**config.mk**
```make
export PLATFORM = sky130hd
export DESIGN_NAME = ws2812_cmd_queue
export DESIGN_NICKNAME = d
export VERILOG_FILES = /design/src/rtl/ws2812_cmd_pkg.sv /design/src/rtl/ws2812_cmd_fifo.sv /design/src/rtl/ws2812_cmd_queue.sv
export SDC_FILE = /design/constraint.sdc
export NUM_CORES = 1
export LEC_CHECK = 0
export CAP_MARGIN = 0
export CORE_MARGIN = 10
export CORE_UTILIZATION = 51
export DETAILED_ROUTE_END_ITERATION = 6
export PLACE_DENSITY = 0.82
export RECOVER_POWER = 25
export SLEW_MARGIN = 5
export SYNTH_ARGS = -nofsm -noshare
export SYNTH_HDL_FRONTEND = slang
export SYNTH_HIERARCHICAL = 1
export SYNTH_SLANG_ARGS = --single-unit
```
**constraint.sdc**
```tcl
create_clock -name wb_clk_i -period 4.1 [get_ports wb_clk_i]
set_input_delay 0.82 -clock wb_clk_i [delete_from_list [all_inputs] [get_ports wb_clk_i]]
set_output_delay 0.82 -clock wb_clk_i [all_outputs]
set_load 0.01 [all_outputs]
```
**src/rtl/ws2812_cmd_pkg.sv**
```systemverilog
// Shared definitions for the ws2812 command queue: register map, bit fields,
// drain FSM states and the command word layout.
package ws2812_cmd_pkg;

   localparam logic [31:0] OFF_DATA   = 32'h0;
   localparam logic [31:0] OFF_STATUS = 32'h4;
   localparam logic [31:0] OFF_CTRL   = 32'h8;

   localparam int unsigned ST_FULL   = 8;
   localparam int unsigned ST_EMPTY  = 9;
   localparam int unsigned ST_BUSY   = 10;
   localparam int unsigned ST_OVF    = 16;
   localparam int unsigned ST_PAUSED = 17;

   localparam int unsigned CTRL_FLUSH   = 0;
   localparam int unsigned CTRL_CLR_OVF = 1;
   localparam int unsigned CTRL_PAUSE   = 2;

   typedef enum logic [1:0] {
      S_IDLE,
      S_ISSUE,
      S_GAP
   } drain_state_t;

   typedef struct packed {
      logic [7:0]  led_num;
      logic [23:0] rgb;
   } cmd_word_t;

endpackage

```
**src/rtl/ws2812_cmd_fifo.sv**
```systemverilog
// DEPTH x 32 synchronous FIFO; pushes when full and pops when empty are dropped,
// flush clears pointers and level in the same cycle.
module ws2812_cmd_fifo #(
   parameter int DEPTH = 8
) (
   input  logic                     clk,
   input  logic                     rst_n,
   input  logic                     push,
   input  logic                     pop,
   input  logic                     flush,
   input  logic [31:0]              din,
   output logic [31:0]              dout,
   output logic [$clog2(DEPTH):0]   level,
   output logic                     full,
   output logic                     empty
);

   localparam int AW = $clog2(DEPTH);
   localparam int LW = AW + 1;

   logic [31:0]   mem [DEPTH];
   logic [AW-1:0] wr_ptr;
   logic [AW-1:0] rd_ptr;
   logic          push_ok;
   logic          pop_ok;

   assign full    = (level == LW'(DEPTH));
   assign empty   = (level == '0);
   assign push_ok = push & ~full;
   assign pop_ok  = pop & ~empty;
   assign dout    = mem[rd_ptr];

   always_ff @(posedge clk) begin
      if (push_ok) mem[wr_ptr] <= din;
   end

   always_ff @(posedge clk or negedge rst_n) begin
      if (!rst_n) begin
         wr_ptr <= '0;
         rd_ptr <= '0;
         level  <= '0;
      end else if (flush) begin
         wr_ptr <= '0;
         rd_ptr <= '0;
         level  <= '0;
      end else begin
         if (push_ok) wr_ptr <= wr_ptr + 1'b1;
         if (pop_ok)  rd_ptr <= rd_ptr + 1'b1;
         level <= level + LW'(push_ok) - LW'(pop_ok);
      end
   end

endmodule

```
**src/rtl/ws2812_cmd_queue.sv**
```systemverilog
// Wishbone-fed command queue that drains {led_num, rgb} words to the ws2812
// core as single-cycle write pulses separated by GAP_CYCLES idle cycles.
module ws2812_cmd_queue
   import ws2812_cmd_pkg::*;
#(
   parameter logic [31:0] BASE_ADDR  = 32'h30000300,
   parameter int          DEPTH      = 8,
   parameter int          GAP_CYCLES = 16
) (
   input  logic        wb_clk_i,
   input  logic        wb_rst_n,
   input  logic        wbs_stb_i,
   input  logic        wbs_cyc_i,
   input  logic        wbs_we_i,
   input  logic [3:0]  wbs_sel_i,
   input  logic [31:0] wbs_adr_i,
   input  logic [31:0] wbs_dat_i,
   output logic        wbs_ack_o,
   output logic [31:0] wbs_dat_o,
   output logic [7:0]  led_num_o,
   output logic [23:0] rgb_o,
   output logic        write_o,
   output logic        busy_o
);

   localparam int LW = $clog2(DEPTH) + 1;
   localparam int GW = $clog2(GAP_CYCLES + 1);

   drain_state_t  state;
   logic [GW-1:0] gap_cnt;
   logic          overflow;
   logic          pause;
   logic          req_served;
   logic [LW-1:0] level;
   logic          full;
   logic          empty;
   logic [31:0]   fifo_dout;
   cmd_word_t     head;
   logic          hit_data, hit_status, hit_ctrl;
   logic          valid, wr, push, pop, flush, ctrl_wr;
   logic [31:0]   status_word;
   logic [31:0]   ctrl_word;

   assign hit_data   = (wbs_adr_i == BASE_ADDR + OFF_DATA);
   assign hit_status = (wbs_adr_i == BASE_ADDR + OFF_STATUS);
   assign hit_ctrl   = (wbs_adr_i == BASE_ADDR + OFF_CTRL);

   // req_served blocks a second ack while the master keeps a served request asserted
   assign valid   = wbs_cyc_i & wbs_stb_i & (hit_data | hit_status | hit_ctrl)
                    & ~wbs_ack_o & ~req_served;
   assign wr      = valid & wbs_we_i;
   assign push    = wr & hit_data & (wbs_sel_i == 4'hF);
   assign ctrl_wr = wr & hit_ctrl & wbs_sel_i[0];
   assign flush   = ctrl_wr & wbs_dat_i[CTRL_FLUSH];
   assign pop     = (state == S_ISSUE);
   assign head    = cmd_word_t'(fifo_dout);
   assign busy_o  = ~empty | (state != S_IDLE);

   ws2812_cmd_fifo #(.DEPTH(DEPTH)) u_fifo (
      .clk   (wb_clk_i),
      .rst_n (wb_rst_n),
      .push  (push),
      .pop   (pop),
      .flush (flush),
      .din   (wbs_dat_i),
      .dout  (fifo_dout),
      .level (level),
      .full  (full),
      .empty (empty)
   );

   always_comb begin
      status_word            = '0;
      status_word[4:0]       = 5'(level);
      status_word[ST_FULL]   = full;
      status_word[ST_EMPTY]  = empty;
      status_word[ST_BUSY]   = busy_o;
      status_word[ST_OVF]    = overflow;
      status_word[ST_PAUSED] = pause;
      ctrl_word              = '0;
      ctrl_word[CTRL_PAUSE]  = pause;
   end

   always_ff @(posedge wb_clk_i or negedge wb_rst_n) begin
      if (!wb_rst_n) begin
         wbs_ack_o  <= 1'b0;
         wbs_dat_o  <= '0;
         req_served <= 1'b0;
         overflow   <= 1'b0;
         pause      <= 1'b0;
      end else begin
         wbs_ack_o <= valid;
         wbs_dat_o <= '0;
         if (valid && !wbs_we_i) begin
            if (hit_status)    wbs_dat_o <= status_word;
            else if (hit_ctrl) wbs_dat_o <= ctrl_word;
         end
         if (!(wbs_cyc_i && wbs_stb_i)) req_served <= 1'b0;
         else if (valid)                req_served <= 1'b1;
         if (push && full)                                overflow <= 1'b1;
         else if (ctrl_wr && wbs_dat_i[CTRL_CLR_OVF])     overflow <= 1'b0;
         if (ctrl_wr) pause <= wbs_dat_i[CTRL_PAUSE];
      end
   end

   always_ff @(posedge wb_clk_i or negedge wb_rst_n) begin
      if (!wb_rst_n) begin
         state     <= S_IDLE;
         gap_cnt   <= '0;
         write_o   <= 1'b0;
         led_num_o <= '0;
         rgb_o     <= '0;
      end else begin
         write_o <= 1'b0;
         case (state)
            S_IDLE: if (!empty && !pause) state <= S_ISSUE;
            S_ISSUE: begin
               // a flush landing in the IDLE->ISSUE cycle leaves nothing to issue
               if (!empty) begin
                  write_o   <= 1'b1;
                  led_num_o <= head.led_num;
                  rgb_o     <= head.rgb;
                  gap_cnt   <= GW'(GAP_CYCLES - 1);
                  state     <= S_GAP;
               end else begin
                  state <= S_IDLE;
               end
            end
            S_GAP: begin
               if (gap_cnt == '0) state <= S_IDLE;
               else               gap_cnt <= gap_cnt - 1'b1;
            end
            default: state <= S_IDLE;
         endcase
      end
   end

endmodule

```
==> results.json <==
{
  "post-route-drc-count": 0,
  "critPathMaxFanout": 7,
  "total_power_mw": 6.54,
  "cts_setup_buffers": 0,
  "pin_count": 140,
  "dieArea_um2": 31500,
  "fin_crit_sh_pct": 83.1,
  "nets": 923,
  "ys_types": 51,
  "worst_pin_slew_ps": 1690,
  "grt_pass1_vias": 6864,
  "hpwl_um": 16100,
  "synth_flop_cell": "edfxtp_1",
  "status": "finished with violations",
  "synth.top_cell.area_share_pct": 60.7,
  "fin_crit_ps": 3410,
  "cts.clk_slew.worst_paths_ps": 60,
  "final_common_cell": "edfxtp_1",
  "avgRoutedWirePerCell_um": 21.2,
  "ys_seq_area_share_pct": 73.1,
  "path_class": "reg -> out",
  "syn2layout_area_growth_pct": 21.3,
  "drt_first_pass_iters": 5,
  "grt_pass1_wl_um": 39700,
  "clock_sinks": 319,
  "yosysTopAreaCell": "edfxtp_1",
  "cp.arrival_ps": 2590,
  "portBuffers": 116,
  "antenna_left": 0,
  "cts_made_buffers": 31,
  "cellPowerDensity_nw_per_um2": 426,
  "via_count": 6478,
  "skew_ps": 11.9,
  "core_um2": 24400,
  "maxSlewViolCount": 64,
  "setup_viol": 0,
  "hold-worst-slack_ps": 470,
  "grt_start_max_net_pins": 64,
  "layout_common_cells": "edfxtp_1 (256), nand2_1 (105), clkdlybuf4s50_1 (100), dfrtp_1 (60), mux4_2 (59)",
  "die_h_um": 178,
  "fmax_mhz": 294,
  "cts_hold_buf": 0,
  "via_per_inst": 5.45,
  "critPathLaunchType": "register",
  "synth_area_leaders": "edfxtp_1 (61%), dfrtp_1 (12%), mux4_2 (10%), nand2_1 (3.1%), mux2_2 (2.9%)",
  "power.leakage_nw": 5.54,
  "gp_congestion": 0.786,
  "track_usage_pct": 16.1,
  "die_w_um": 178,
  "grt_overflow": 0,
  "violations": "capacitance limit, slew limit",
  "ys_seq_elements": 319,
  "antenna_found_initial": 1,
  "htreeDepth": 1,
  "clk_latency_ps": 550,
  "max-vdd-ir-drop_mv": 0.344,
  "initial_core_util_pct": 51.9,
  "r2r_setup_slack_ps": 1210,
  "hold_class": "reg -> reg",
  "rows": 57,
  "drv_cap": 1,
  "ctsRootBufferMaster": "clkbuf_16",
  "cts_tree": "yes",
  "slew_headroom_pct": -12.4,
  "hold_viol": 0,
  "netlist_instances": 696,
  "async_flop_share_pct": 19.7,
  "required_ps": 3280,
  "fin_area_um2": 15400,
  "place_area_um2": 14300,
  "wl_um": 25200,
  "rsz0062_at_grt": "no",
  "syn_avg_cell_area_um2": 18.2,
  "drt_iter0_drc": 457,
  "ys.warnings.count": 6,
  "drive_gt1_share_pct": 21.2,
  "cts_max_path_buffers": 3,
  "netlist_area_um2": 12700,
  "synth_edf_count": 256,
  "critPathCaptureType": "output pin",
  "cts_resized": 0
}
-- path summary, 6_finish.rpt --
kind                                 start           endpoint  depth (start not counted)
min in group asynchronous         wb_rst_n       wbs_dat_o[2]                          1
max                        u_fifo/level[2]             busy_o                          5
min reg2reg                       rgb_o[3]           rgb_o[3]                          2
max in group asynchronous         wb_rst_n   u_fifo/rd_ptr[1]                          1
min                               rgb_o[3]           rgb_o[3]                          2
max reg2reg                      wbs_ack_o  u_fifo/mem[0][16]                          8
-- cell families (layout without fill, tap and decap cells) --
family	count (synthesis)	in the layout	synth area share [%]
DFF	319	319	73.1
and+or+nand+nor	183	183	6.95
muxes	99	99	14.6
buffers and inverters	60	205	2.93
AOI/OAI and AO/OA	19	19	0.928
adders and majority gates	11	11	1.15
xor gates and xnor gates	4	4	0.277
other	1	24	0.0296
-- registers in the layout, summed over array words and instances, names as in the netlist, 2 cells and up --
| signal | count |
|---|---|
| gap_cnt | 5 |
| led_num_o | 8 |
| rgb_o | 24 |
| state | 2 |
| u_fifo/level | 4 |
| u_fifo/mem | 256 |
| u_fifo/rd_ptr | 3 |
| u_fifo/wr_ptr | 3 |
| wbs_dat_o | 9 |
-- power by group --
| part | internal [mW] | switching, mW | total (mW) |
|---|---|---|---|
| Sequential | 3.51 | 0.0118 | 3.52 |
| Combinational | 0.0862 | 0.0882 | 0.174 |
| Clock | 1.68 | 1.16 | 2.84 |
-- routing by layer --
metal | global-route usage [%] | share of wire [%] | vias to the layer above
met2 | 27.2 | 50 | 211
li1 | - | - | 2927
met4 | 3.61 | 1.6 | 0
met5 | 0 | 0 | -
met1 | 21.1 | 41 | 3307
met3 | 3.48 | 7.2 | 33
-- Yosys cell counts (7+ instances only) --
library cell and number:
dfrtp_1 63, edfxtp_1 256, buf_4 23, nor2_1 15
a21oi_1 8, mux4_2 59, ha_1 10, nor2b_1 7
and3_1 9, clkbuf_1 11, nand2_1 106, nor3_1 8
inv_1 10, mux2_2 33
-- critical path: stages (launching register included) --
cell             delay [ps]
dfrtp_1                 380
inv_1                   110
ha_1                    150
nor3b_1                 690
nand2_1                 160
clkdlybuf4s50_1         540
-- area by class of cell --
type                            instances  area (um^2)
Clock inverter                         16          160
Multi-Input combinational cell        339         3190
Tap cell                              324          405
Antenna cell                            1         2.50
Sequential cell                       319         9270
Timing Repair Buffer                  137         1430
Clock buffer                           41          873
Fill cell                            1676         9020
Inverter                               11         41.3
-- through the flow --
stage / util, % / TNS [ps] / setup slack [ps] / std cells
finish: 63.0 / 0 / 693 / 1188
global route: 63.0 / 0 / 463 / 1188
CTS: 63.0 / 0 / 656 / 1187
detailed placement: 58.8 / 0 / 189 / 1130
global placement: 58.8 / 0 / 239 / 1130
floorplan: - / -8870 / -92.4 / 718
No activity file was read; power rests on OpenSTA's default activity.
